--- config.mk ---
export PLATFORM = sky130hd
export DESIGN_NAME = sd_dat_tx
export DESIGN_NICKNAME = d
export VERILOG_FILES = /design/src/rtl/sd_dat_tx.sv
export SDC_FILE = /design/constraint.sdc
export NUM_CORES = 1
export LEC_CHECK = 0
export BUFFER_PORTS_ARGS = -buffer_cell sky130_fd_sc_hd__buf_2
export CAP_MARGIN = 30
export CORE_ASPECT_RATIO = 1.2
export CORE_MARGIN = 2
export CORE_UTILIZATION = 63
export CTS_CLUSTER_DIAMETER = 150
export CTS_CLUSTER_SIZE = 12
export DETAILED_ROUTE_END_ITERATION = 8
export PLACE_DENSITY_LB_ADDON = 0.12
export SKIP_CTS_REPAIR_TIMING = 1
export SYNTH_ARGS = -nofsm -noshare
export SYNTH_HDL_FRONTEND = slang
export SYNTH_SLANG_ARGS = --single-unit
export TNS_END_PERCENT = 1
--- constraint.sdc ---
create_clock -name sd_clk_i -period 7 [get_ports sd_clk_i]
set_clock_uncertainty 0.15 [all_clocks]
set_input_delay 0.7 -clock sd_clk_i [delete_from_list [all_inputs] [get_ports sd_clk_i]]
set_output_delay 0.7 -clock sd_clk_i [all_outputs]
set_load 0.05 [all_outputs]
--- src/rtl/sd_dat_tx.sv ---
// SD host block-write engine: start bit, 1/4-lane data with per-lane CRC16, end bit, then CRC status token and busy wait.
// Latency is 1 + 8*words (4-bit) or 1 + 32*words (1-bit) + 16 + 1 driven cycles; the word input stalls on dat_ready_o and a late word aborts with underflow_o.
module sd_dat_tx #(
   parameter int BlockLenWidth = 12,
   parameter int StatusTimeout = 8
) (
   input  logic                     sd_clk_i,
   input  logic                     rst_i,
   input  logic                     start_i,
   input  logic                     bus_4bit_i,
   input  logic [BlockLenWidth-1:0] block_len_i,
   input  logic                     stop_i,
   input  logic [31:0]              dat_i,
   input  logic                     dat_valid_i,
   output logic                     dat_ready_o,
   output logic [3:0]               dat_o,
   output logic [3:0]               dat_oe_o,
   input  logic                     dat0_i,
   output logic                     busy_o,
   output logic                     done_o,
   output logic [2:0]               status_o,
   output logic                     crc_err_o,
   output logic                     underflow_o
);

   localparam int WW = BlockLenWidth - 2;
   localparam int TW = $clog2(StatusTimeout + 1);

   typedef enum logic [3:0] {
      S_IDLE, S_FETCH, S_START, S_DATA, S_CRC, S_END, S_STAT_WAIT, S_STAT, S_BUSY
   } state_t;

   state_t          state, state_nxt;
   logic            bus4;
   logic [WW-1:0]   words_total, words_req, words_sent;
   logic [31:0]     hold_dat, shreg;
   logic            hold_full;
   logic [4:0]      bit_cnt;
   logic [3:0]      crc_cnt;
   logic [TW-1:0]   to_cnt;
   logic [1:0]      stat_cnt;
   logic [1:0]      tok;
   logic            abort;
   logic [15:0]     crc_q [4];
   logic [2:0]      status_q;
   logic            done_q, crc_err_q;

   logic            start_ok, word_hs, last_slot, last_word, underflow, timeout;
   logic [3:0]      lanes, data_bits, crc_bits;
   logic            unused_len_lsbs;

   assign unused_len_lsbs = ^block_len_i[1:0];

   function automatic logic [15:0] crc_step(input logic [15:0] c, input logic b);
      return {c[14:0], 1'b0} ^ ((b ^ c[15]) ? 16'h1021 : 16'h0000);
   endfunction

   // Byte 0 goes to the top so both bus widths shift out MSB first.
   function automatic logic [31:0] byte_rev(input logic [31:0] w);
      return {w[7:0], w[15:8], w[23:16], w[31:24]};
   endfunction

   assign start_ok  = start_i && !stop_i && (block_len_i[BlockLenWidth-1:2] != '0);
   assign word_hs   = dat_valid_i && dat_ready_o;
   assign last_slot = bus4 ? (bit_cnt == 5'd7) : (bit_cnt == 5'd31);
   assign last_word = (words_sent == words_total - WW'(1));
   assign underflow = (state == S_DATA) && last_slot && !last_word && !hold_full && !stop_i;
   assign timeout   = dat0_i && (to_cnt == TW'(StatusTimeout - 1));
   assign lanes     = bus4 ? 4'hF : 4'h1;
   assign data_bits = bus4 ? shreg[31:28] : {3'b111, shreg[31]};
   assign crc_bits  = bus4 ? {crc_q[3][15], crc_q[2][15], crc_q[1][15], crc_q[0][15]}
                           : {3'b111, crc_q[0][15]};

   always_ff @(posedge sd_clk_i) begin
      if (rst_i) state <= S_IDLE;
      else       state <= state_nxt;
   end

   always_comb begin
      state_nxt = state;
      case (state)
         S_IDLE:      if (start_ok) state_nxt = S_FETCH;
         S_FETCH:     if (stop_i) state_nxt = S_IDLE;
                      else if (word_hs) state_nxt = S_START;
         S_START:     state_nxt = stop_i ? S_END : S_DATA;
         S_DATA:      if (stop_i) state_nxt = S_END;
                      else if (last_slot) begin
                         if (last_word)       state_nxt = S_CRC;
                         else if (!hold_full) state_nxt = S_END;
                      end
         S_CRC:       if (stop_i || crc_cnt == 4'd15) state_nxt = S_END;
         S_END:       state_nxt = abort ? S_IDLE : S_STAT_WAIT;
         S_STAT_WAIT: if (!dat0_i) state_nxt = S_STAT;
                      else if (timeout) state_nxt = S_IDLE;
         S_STAT:      if (stat_cnt == 2'd3) state_nxt = S_BUSY;
         S_BUSY:      if (dat0_i) state_nxt = S_IDLE;
         default:     state_nxt = S_IDLE;
      endcase
   end

   always_comb begin
      dat_o    = 4'hF;
      dat_oe_o = 4'h0;
      case (state)
         S_START: begin dat_oe_o = lanes; dat_o = ~lanes;   end
         S_DATA:  begin dat_oe_o = lanes; dat_o = data_bits; end
         S_CRC:   begin dat_oe_o = lanes; dat_o = crc_bits;  end
         S_END:   dat_oe_o = lanes;
         default: ;
      endcase
   end

   assign dat_ready_o = !hold_full && (words_req < words_total) &&
                        (state == S_FETCH || state == S_START || state == S_DATA);
   assign busy_o      = (state != S_IDLE);
   assign underflow_o = underflow;
   assign done_o      = done_q;
   assign crc_err_o   = crc_err_q;
   assign status_o    = status_q;

   always_ff @(posedge sd_clk_i) begin
      if (rst_i) begin
         bus4        <= 1'b0;
         words_total <= '0;
         words_req   <= '0;
         words_sent  <= '0;
         hold_dat    <= '0;
         hold_full   <= 1'b0;
         shreg       <= '0;
         bit_cnt     <= '0;
         crc_cnt     <= '0;
         to_cnt      <= '0;
         stat_cnt    <= '0;
         tok         <= '0;
         abort       <= 1'b0;
         status_q    <= '0;
         done_q      <= 1'b0;
         crc_err_q   <= 1'b0;
         for (int k = 0; k < 4; k++) crc_q[k] <= '0;
      end else begin
         done_q    <= 1'b0;
         crc_err_q <= 1'b0;
         if (word_hs) words_req <= words_req + WW'(1);
         if (state != S_END && state_nxt == S_END) abort <= stop_i || underflow;
         case (state)
            S_IDLE: if (start_ok) begin
               bus4        <= bus_4bit_i;
               words_total <= block_len_i[BlockLenWidth-1:2];
               words_req   <= '0;
               words_sent  <= '0;
               hold_full   <= 1'b0;
               crc_cnt     <= '0;
            end
            S_FETCH: if (word_hs) begin
               shreg   <= byte_rev(dat_i);
               bit_cnt <= '0;
               for (int k = 0; k < 4; k++) crc_q[k] <= '0;
            end
            S_START: if (word_hs) begin
               hold_dat  <= dat_i;
               hold_full <= 1'b1;
            end
            S_DATA: begin
               shreg   <= bus4 ? {shreg[27:0], 4'hF} : {shreg[30:0], 1'b1};
               bit_cnt <= bit_cnt + 5'd1;
               for (int k = 0; k < 4; k++) crc_q[k] <= crc_step(crc_q[k], data_bits[k]);
               if (word_hs) begin
                  hold_dat  <= dat_i;
                  hold_full <= 1'b1;
               end
               if (last_slot && !last_word && hold_full) begin
                  shreg      <= byte_rev(hold_dat);
                  hold_full  <= 1'b0;
                  words_sent <= words_sent + WW'(1);
                  bit_cnt    <= '0;
               end
            end
            S_CRC: begin
               for (int k = 0; k < 4; k++) crc_q[k] <= {crc_q[k][14:0], 1'b0};
               crc_cnt <= crc_cnt + 4'd1;
            end
            S_END: begin
               to_cnt   <= '0;
               stat_cnt <= '0;
               crc_cnt  <= '0;
               if (abort) done_q <= 1'b1;
            end
            S_STAT_WAIT: if (dat0_i) begin
               to_cnt <= to_cnt + TW'(1);
               if (timeout) begin
                  status_q  <= 3'b000;
                  done_q    <= 1'b1;
                  crc_err_q <= 1'b1;
               end
            end
            S_STAT: begin
               stat_cnt <= stat_cnt + 2'd1;
               tok      <= {tok[0], dat0_i};
               if (stat_cnt == 2'd2) status_q <= {tok, dat0_i};
            end
            S_BUSY: if (dat0_i) begin
               done_q    <= 1'b1;
               crc_err_q <= (status_q != 3'b010);
            end
            default: ;
         endcase
      end
   end

endmodule

* Word-level counts from Yosys, hierarchy flattened
Memories as Yosys holds them, arrays and structs flattened.
Cells that the tools add are included.
** Word-level totals
- Flip-flop bits (word level) :: 123
- Output and inout port bits :: 16
- Memories kept :: 1
- Bits in writable memories :: 64
- Bits of input ports :: 51
- Logic and storage cells :: 193
** Operators by class
- Add/subtract/negate cells :: 7
- Eq/ne operators :: 24
- Bitwise gates (word level) :: 21
- Reduce and logical (&&, ||, !) cells :: 40
- Mux-type cells :: 82
- $lt $le $gt $ge :: 1
** Memory list
- crc_q :: depth 4, width 16, read ports 4, clocked after Yosys merged registers in 0, write ports 4, line 44 : logic [15:0] crc_q [4];
** Operators by type and width (number)
- 2-to-1 mux 16 bit :: 12
- 2-to-1 mux 32 bit :: 3
- 2-to-1 mux 4 bit :: 18
- case mux 32 bit (2 select lines) :: 1
- bitwise XOR 16 x 13 -> 16 bit :: 4
- 2-to-1 mux 13 bit :: 4
- 2-to-1 mux 10 bit :: 5
- case mux 4 bit (9 select lines) :: 1
- == test 4 x 3 -> 1 bit, second input constant :: 6
- case mux 4 bit (3 select lines) :: 2
- 2-to-1 mux 1 bit :: 21
- adder 10 x 1 -> 10 bit, second input constant :: 2
- case mux 10 bit (2 select lines) :: 1
- 2-to-1 mux 3 bit :: 5
- logical AND 1 bit :: 13
- bitwise OR 1 bit :: 12
- AND reduction 2 bit :: 6
- == test 10 bit :: 1
- less-than comparator 10 bit :: 1
- 2-to-1 mux 5 bit :: 2
- inequality test 2 bit, second input constant :: 5
- case mux 5 bit (2 select lines) :: 1
- nonzero test 10 bit :: 1
- nonzero test 2 bit :: 5
- other kinds (29) :: 43

* Logic depth before layout (Yosys ltp)
Gate-level depths: netlist (run 1).
- Depth in word-level cells :: 12
- Depth in mapped cells :: 12
- Gate-level depth less buffers :: 10

* Least setup slack after synthesis (run 1)
No wires, ideal clock.
- Path type :: flip-flop to output port
- From :: register words_total[2]
- To :: output underflow_o
- Path slack :: 2890 ps
- Cell stages (with the launch flop) :: 8
- Data arrival time :: 3260 ps
- Buffers on the path :: 1
- Data required time :: 6150 ps
- Path through :: dfxtp_1 buf_2 or4_1 o21a_1 o211a_1 o2111ai_2 o21ai_0 nor4_1
** Between the ends
- Cells in the longest elaborated chain, start to end :: 6
** RTL lines
- start: declaration :: line 35 : logic [WW-1:0] words_total, words_req, words_sent;
- start signal: assignment :: line 148 : words_total <= block_len_i[BlockLenWidth-1:2];
- subtractor 10 x 1 -> 10 bit :: line 66 : assign last_word = (words_sent == words_total - WW'(1));
- == test 10 bit :: line 66
- zero test 1 bit :: line 67 : assign underflow = (state == S_DATA) && last_slot && !last_word && !hold_full && !stop_i;
- logical AND 1 bit (3 in a row) :: line 67
- end: declaration :: line 23 : output logic underflow_o
No other way between the ends.

* Final worst setup path (run 1)
- From :: register words_total[0]
- To :: output underflow_o
The elaborated chain is that of the path after synthesis.

==> results of run 1 <==
[cells in the mapped netlist, drive strengths merged (17+ instances only)]
| cell | number | area [sq um] |
|---|---|---|
| nor2 | 101 | 379.1 |
| nand3 | 18 | 90.09 |
| clkbuf | 59 | 221.5 |
| xnor2 | 17 | 148.9 |
| mux2 | 28 | 315.3 |
| inv | 19 | 71.32 |
| o21ai | 51 | 255.2 |
| edfxtp | 61 | 1832 |
| a311oi | 31 | 452.9 |
| and2 | 60 | 375.4 |
| nand2 | 184 | 693.2 |
| nor3 | 18 | 90.09 |
| ha | 17 | 212.7 |
| a21oi | 86 | 430.4 |
| xor2 | 17 | 148.9 |
| dfxtp | 126 | 2522 |
[flip-flops by register name, summed over array words and instances, names as in the netlist]
name,count
shreg,32
words_req,10
crc_err_o,1
bus4,1
crc_q,64
crc_cnt,4
status_o,3
to_cnt,4
done_o,1
hold_full,1
stat_cnt,2
state,4
hold_dat,32
words_sent,10
abort,1
words_total,10
bit_cnt,5
tok,2
[where the power goes]
part	switching (mW)	internal (mW)	leakage (nW)	total (mW)
clock network	0.401	0.498	0.265	0.899
logic	0.0694	0.0386	1.67	0.108
registers	0.0130	1.14	1.65	1.15
[layout make-up]
type	instances	area (sq um)
multi-input cells	730	4407
flip-flops and latches	187	4355
fillers	1148	4267
clock buffers	21	450.4
repair buffers	75	425.4
well taps	175	219.0
clock inverters	11	95.09
inverters	20	75.07
[final timing paths]
check                       to  slack, ns  depth (start not counted)
setup / recovery   underflow_o       3.06                          7
hold / removal    hold_dat[21]       0.30                          2
setup reg to reg    bit_cnt[3]       3.49                          9
hold reg to reg   hold_dat[21]       0.30                          2
[cell families (layout without fill, tap and decap cells)]
family	count (synthesis)	count (layout)
adder cells (fa/ha/maj)	17	17
multiplexers	36	36
flip-flops	187	187
buffers and inverters	90	127
AO/OA/AOI/OAI	213	213
AND/OR/NAND/NOR	430	430
XOR/XNOR	34	34
[layer usage]
metal | GRT usage (%) | wire, um | part of all wire [%] | up-vias
li1 | - | - | - | 3548
met1 | 32.37 | 8407 | 44 | 3343
met2 | 43.28 | 9156 | 48 | 156
met3 | 4.993 | 861 | 4.5 | 40
met4 | 10.98 | 526 | 2.8 | 2
met5 | 0 | 13 | 0.069 | -
[placed cells by master, fill, tap and decap left out, types with 28 or more instances in the layout]
cell	count
sky130_fd_sc_hd__a21oi_1	85
sky130_fd_sc_hd__a311oi_2	29
sky130_fd_sc_hd__and2_1	60
sky130_fd_sc_hd__buf_2	63
sky130_fd_sc_hd__dfxtp_1	125
sky130_fd_sc_hd__edfxtp_1	61
sky130_fd_sc_hd__mux2_2	28
sky130_fd_sc_hd__nand2_1	183
sky130_fd_sc_hd__nor2_1	101
sky130_fd_sc_hd__o21ai_0	51
[critical path, delay by kind of cell, from the launching register on]
kind,cells,cell delay (ns)
compound gates,4,1.34
buf+inv,1,0.33
flops,1,0.39
simple gates,2,0.61
[through the flow]
stage / util (%) / power (mW) / instance area [sq um]
2_1_floorplan: - / 1.243 / 9131
3_3_place_gp: 66.14 / 1.279 / 9454
3_5_place_dp: 66.33 / 1.281 / 9482
4_1_cts: 70.15 / 2.172 / 10030
5_1_grt: 70.15 / 2.229 / 10030
6_report: 70.15 / 2.157 / 10030
==> results by group, run 1 <==
Die
  – Effective utilization at floorplan: about 64%
  – Die Area: 0.01548 sq mm
  – Std cell rows: between 40 and 50
  – Die Wd: between 100 and 150 um
  – Core area: about 0.014 sq mm
  – I/O pin count: 67
  – Die height: ~140 um

Detailed routing
  – Residual DRC count: 0
  – Iteration-0 DRC count of the detailed router: about 530
  – Number of detailed-route iterations in the first pass: 5
  – DRT antenna net count: 0
  – Via density: ~5.8
  – Vias post-DR: slightly above 7,000
  – Average wire per standard cell: ~16 um
  – Total wire length: 18.97 mm

STA
  – Setup repair after global routing missed its margin: no
  – Fin Setup TNS: 0 ns
  – Final number of setup-violating endpoints: 0
  – Portion of the clock cycle consumed by the worst path in the final layout: a little under three fifths
  – Min Hold Slack: between 0.3 and 0.4 ns
  – Headroom to the max-slew limit: 36.41%
  – Transition time at the pin with the least slew margin: 0.9466 ns
  – Hold violation count in the final report: 0
  – Setup WS post-layout: 3.062 ns
  – Slew Viols, Final: 0
  – Shortest clock period the worst path allows after layout: roughly 4 ns
  – Highest clock frequency the design can meet: 253.9 MHz

Critical path
  – Slowest library cell on the worst path: sky130_fd_sc_hd__a31oi_1
  – Category of the worst setup path capture point: output pin
  – CP most frequent cell: sky130_fd_sc_hd__nor4_1
  – CP Launch Point: words_total[0]
  – Arrival time at the worst endpoint: between 3 and 4 ns
  – Req. time, crit path: roughly 6.2 ns
  – Crit Reg-Reg Startpoint: words_total[0]
  – Critical path class: flop to output pin
  – Chain of cells forming the critical path: nor4_1 -> a21oi_1 -> a211o_1 -> a31oi_1 -> o21ai_0 -> nor4_1 -> buf_2
  – Critical path fanouts, max: 7
  – Nature of the critical path startpoint: flop
  – Worst stage delay on the critical path: 0.63 ns

Placed design
  – Final RePlAce weighted congestion: a little under 0.9
  – Dpl cells: ~1,200
  – Port-buffer cells: 64
  – Setup slack at placement: roughly 3.5 ns
  – Half-perimeter wire length of the detailed placement result: 12.58 mm

Synth
  – Area share of fa/ha/maj cells after synthesis: 2.329%
  – Fraction of synthesized cell area in xor and xnor cells: between 3 and 4%
  – Number of warning messages in the yosys log: 0
  – Compound-gate portion of the synthesized area: 16.79%
  – Number of flip-flops and latches in the synthesized netlist: 187
  – Post-synth net total: 1,075
  – EDFF count, synth: 61
  – Multiplexer share of the synthesized area: 4.330%
  – Mapped Cells: roughly 1,000
  – Main combinational cell family by area after synthesis: simple AND/OR/NAND/NOR gates
  – Cell area after synthesis: between 0.009 and 0.01 sq mm
  – Netlist cell types: 60
  – Synth Area per Inst: roughly 9.1 sq um
  – Flip-flop cell with the highest count after synthesis: sky130_fd_sc_hd__dfxtp_1
  – Synthesized-area fraction occupied by and/or/nand/nor cells: 21.42%
  – Fraction of registers with async set/reset: 0%
  – Sequential share of the synthesized area: a little under half

Clock tree
  – Total number of H-tree levels: 4
  – CTS Sinks: 187
  – CTS tree: built
  – Clk pin slew, worst setup/hold paths: 0.07 ns
  – Worst-Skew Late Latency: 0.43 ns
  – CTS root buffer: sky130_fd_sc_hd__clkbuf_16
  – Number of clock buffers inserted by TritonCTS: 17
  – Buffer depth of the longest clock path: 2

Power
  – Static leakage power: ~3.6 nW
  – Worst VDD drop: ~0.16 mV
  – Power density over cell area: around 220 mW/mm^2

Global route
  – Maximum number of pins on one net before global-route repair: 73
  – Total GRT Usage: between 20 and 30%
  – Number of global-route vias before repair: 6,726
  – Initial antenna violation count: 1
  – Overflow left after global routing: 0
  – Global-route wire length before repair: approximately 32 mm

Min path
  – Class of the tightest hold or removal check: flop to flop
  – Start point of the worst min-delay path: hold_dat[21]

Final layout
  – Total number of nets in the final design: about 1,100
  – Area overhead of the layout relative to synthesis: 9.811%
  – Fraction of final layout cells with drive strength greater than 1: between 15 and 20%
  – Layout Cells excl Fill: between 1,000 and 1,500
  – Diode insertion count for antenna repair: 0

Run
  – Count of max-cap constraint violations: 0

Run status
  – Result of the run: complete, no violations
(Power assumes the default switching activity.)
==> inputs of run 2 (changes only) <==
--- a/config.mk
+++ b/config.mk
@@ -5,11 +5,12 @@
 export SDC_FILE = /design/constraint.sdc
 export NUM_CORES = 1
 export LEC_CHECK = 0
+export ABC_AREA = 1
 export BUFFER_PORTS_ARGS = -buffer_cell sky130_fd_sc_hd__buf_2
 export CAP_MARGIN = 30
 export CORE_ASPECT_RATIO = 1.2
 export CORE_MARGIN = 2
-export CORE_UTILIZATION = 63
+export CORE_UTILIZATION = 61
 export CTS_CLUSTER_DIAMETER = 150
 export CTS_CLUSTER_SIZE = 12
 export DETAILED_ROUTE_END_ITERATION = 8
==> constraint.sdc (replaced) <==
create_clock -name sd_clk_i -period 3.7 [get_ports sd_clk_i]
set_clock_uncertainty 0.15 [all_clocks]
set_input_delay 0.37 -clock sd_clk_i [delete_from_list [all_inputs] [get_ports sd_clk_i]]
set_output_delay 0.37 -clock sd_clk_i [all_outputs]
set_load 0.05 [all_outputs]
==> results by group, run 2 <==
Run status
  – Result of the run: complete, no violations

Critical path
  – Critical path class: flop to output pin
  – Category of the worst setup path capture point: output pin
  – Worst stage delay on the critical path: about 0.36 ns
  – Slowest library cell on the worst path: sky130_fd_sc_hd__dfxtp_1
  – Critical path fanouts, max: 5
  – Chain of cells forming the critical path: inv_1 -> ha_1 -> or2_2 -> nand3_1 -> nor2_1 -> nand2_1 -> nor2_1 -> nand3_4 -> nand2_1 -> nor4_1 -> buf_2
  – Req. time, crit path: 3.18 ns
  – Nature of the critical path startpoint: flop
  – Setup slack on the worst flop-to-flop path: between 0.7 and 0.8 ns
  – Arrival time at the worst endpoint: about 2.6 ns

STA
  – Setup repair after global routing missed its margin: no
  – Min Hold Slack: roughly 0.022 ns
  – Highest clock frequency the design can meet: 317.6 MHz
  – Slew Viols, Final: 0
  – Hold violation count in the final report: 0
  – Fin Setup TNS: 0 ns
  – Headroom to the max-slew limit: about 44%
  – Transition time at the pin with the least slew margin: about 0.84 ns
  – Shortest clock period the worst path allows after layout: 3.148 ns
  – Final number of setup-violating endpoints: 0
  – Portion of the clock cycle consumed by the worst path in the final layout: 85.09%

Placed design
  – Half-perimeter wire length of the detailed placement result: approximately 14 mm
  – Port-buffer cells: 64
  – Final RePlAce weighted congestion: ~0.91
  – Placed Area: between 0.009 and 0.01 sq mm

Min path
  – Class of the tightest hold or removal check: input port to flop

Clock tree
  – Buffer depth of the longest clock path: 2
  – Total number of H-tree levels: 4
  – CTS Sinks: about 190
  – Number of clock buffers inserted by TritonCTS: 17
  – Worst-Skew Late Latency: 0.43 ns
  – CTS root buffer: sky130_fd_sc_hd__clkbuf_16
  – CTS tree: built
  – Clk pin slew, worst setup/hold paths: about 0.07 ns

Power
  – Power density over cell area: about 410 mW/mm^2
  – Overall power after layout: between 4 and 5 mW
  – Static leakage power: roughly 4.5 nW
  – Worst VDD drop: around 0.28 mV

Final layout
  – Fraction of final layout cells with drive strength greater than 1: around 12%
  – Total number of nets in the final design: 1,316
  – Diode insertion count for antenna repair: 0
  – Number of filler cells placed in the layout: around 1,300
  – Top library cells by usage in the layout, fill and taps aside: sky130_fd_sc_hd__nand2_1 (194), sky130_fd_sc_hd__nor2_1 (187), sky130_fd_sc_hd__inv_1 (169)
  – Total non-filler cell area in the finished layout: between 0.01 and 0.015 sq mm
  – Sequential standard cell area: around 0.0044 sq mm
  – Area overhead of the layout relative to synthesis: 10.35%
  – Most common library cell in the layout ignoring fill and taps: sky130_fd_sc_hd__nand2_1
  – Flip-flop count of the largest register after layout: 64
  – Leading registers by flop count: crc_q: 64 flops, hold_dat: 32 flops, shreg: 32 flops
  – Largest Register: crc_q
  – Share of the core filled with cells: 68.66%
  – Multi-input gate area: between 0.004 and 0.005 sq mm

Detailed routing
  – Residual DRC count: 0
  – Vias post-DR: 7,855
  – Via density: around 5.4
  – Iteration-0 DRC count of the detailed router: just over 500
  – Total wire length: 20.57 mm
  – Average wire per standard cell: 14.04 um
  – Number of detailed-route iterations in the first pass: 5
  – DRT antenna net count: 0

Synth
  – Flip-flop cell with the highest count after synthesis: sky130_fd_sc_hd__dfxtp_1
  – Most used standard cell by instance count after synthesis: sky130_fd_sc_hd__nand2_1
  – Top cells by count, synth: sky130_fd_sc_hd__nand2_1 (194), sky130_fd_sc_hd__nor2_1 (188), sky130_fd_sc_hd__inv_1 (170)
  – Number of flip-flops and latches in the synthesized netlist: between 150 and 200
  – Synth Area per Inst: between 7 and 8 sq um
  – Fraction of registers with async set/reset: 0%
  – Netlist cell types: 48
  – EDFF count, synth: 61
  – Cell taking the most area after synthesis: sky130_fd_sc_hd__dfxtp_1
  – Dominant cells by area after synthesis: sky130_fd_sc_hd__dfxtp_1 (27%), sky130_fd_sc_hd__edfxtp_1 (20%), sky130_fd_sc_hd__nand2_1 (7.8%)
  – Number of warning messages in the yosys log: 0
  – Cell area after synthesis: 0.009308 sq mm
  – Top-area cell type share of the netlist area: a little over a quarter
  – Sequential share of the synthesized area: between 40% and 50%
  – Mapped Cells: about 1,200
  – Post-synth net total: roughly 1,300

Global route
  – Global-route wire length before repair: between 30 and 40 mm
  – Maximum number of pins on one net before global-route repair: 55
  – Overflow left after global routing: 0
  – Initial antenna violation count: 1
  – Total GRT Usage: 26.17%
  – Number of global-route vias before repair: approximately 7,300

Die
  – Std cell rows: 49
  – Die Wd: between 100 and 150 um
  – Core area: 0.01496 sq mm
  – Effective utilization at floorplan: between 60 and 70%
  – Die height: between 100 and 150 um
  – Die Area: 0.01627 sq mm
  – I/O pin count: between 60 and 70

Run
  – Count of max-cap constraint violations: 0
## run 2: changes by cell type after synthesis, moves of 12 or more
cell                       previous run  this run
sky130_fd_sc_hd__and2_1              60         0
sky130_fd_sc_hd__a311oi_2            29         0
sky130_fd_sc_hd__o21bai_1             0        16
sky130_fd_sc_hd__mux2_2              28         0
sky130_fd_sc_hd__a21oi_1             86        55
sky130_fd_sc_hd__clkbuf_1            59        30
sky130_fd_sc_hd__inv_2                0        12
sky130_fd_sc_hd__nand3_1             18        42
sky130_fd_sc_hd__a22oi_1              2        16
sky130_fd_sc_hd__nor2_1             101       188
sky130_fd_sc_hd__o21ai_0             51       119
sky130_fd_sc_hd__inv_1               19       170
## run 2: path summary, 6_finish.rpt
path                       end            from  cells after the start
setup / recovery   underflow_o  words_total[0]                     11
hold / removal    hold_dat[13]       dat_i[13]                      3
setup reg to reg     shreg[19]  words_total[3]                     18
hold reg to reg   hold_dat[24]    hold_dat[24]                      2
## run 2: metrics by stage
step / cells / setup WS (ns)
after floorplan: 1204 / 0.3374
after global placement: 1433 / 0.7891
final: 1465 / 0.5516
after global routing: 1465 / 0.4141
after detailed placement: 1433 / 0.7613
after CTS: 1465 / 0.5699
## run 2: routing by layer
metal	global-route usage (%)	routed length (um)	up-vias
met5	0	0	-
met4	9.907	491	0
met3	4.922	783	36
met2	43.11	9961	184
met1	34.00	9334	3640
li1	-	-	3995
## run 2: layout make-up
cell class	count	area share [%]
clock inverter	11	0.8284
tap	204	2.485
sequential	187	42.39
inverter	184	6.749
timing repair buffer	76	3.996
clock buffer	21	4.593
multi-input combinational	782	38.96
## run 2: kinds of logic (layout without fill, tap and decap cells)
logic type	Yosys count	in the layout	share of synthesized area, %
compound gates	249	249	15.35
mux	8	8	0.8604
flops	187	187	46.78
fa+ha+maj	17	17	2.285
simple gates	488	488	22.58
xor+xnor	20	20	1.882
buf+inv	235	292	10.26
## run 2: critical path: cells and delay by family (launching register included)
family / cells / cell delay [ns]
flops: 1 / 0.36
buf+inv: 2 / 0.44
simple gates: 8 / 1.09
fa+ha+maj: 1 / 0.31
## run 2: power breakdown
group | total (mW) | internal, mW | switching [mW]
Sequential | 2.18 | 2.16 | 0.0223
Combinational | 0.315 | 0.105 | 0.210
Clock | 1.74 | 0.927 | 0.817
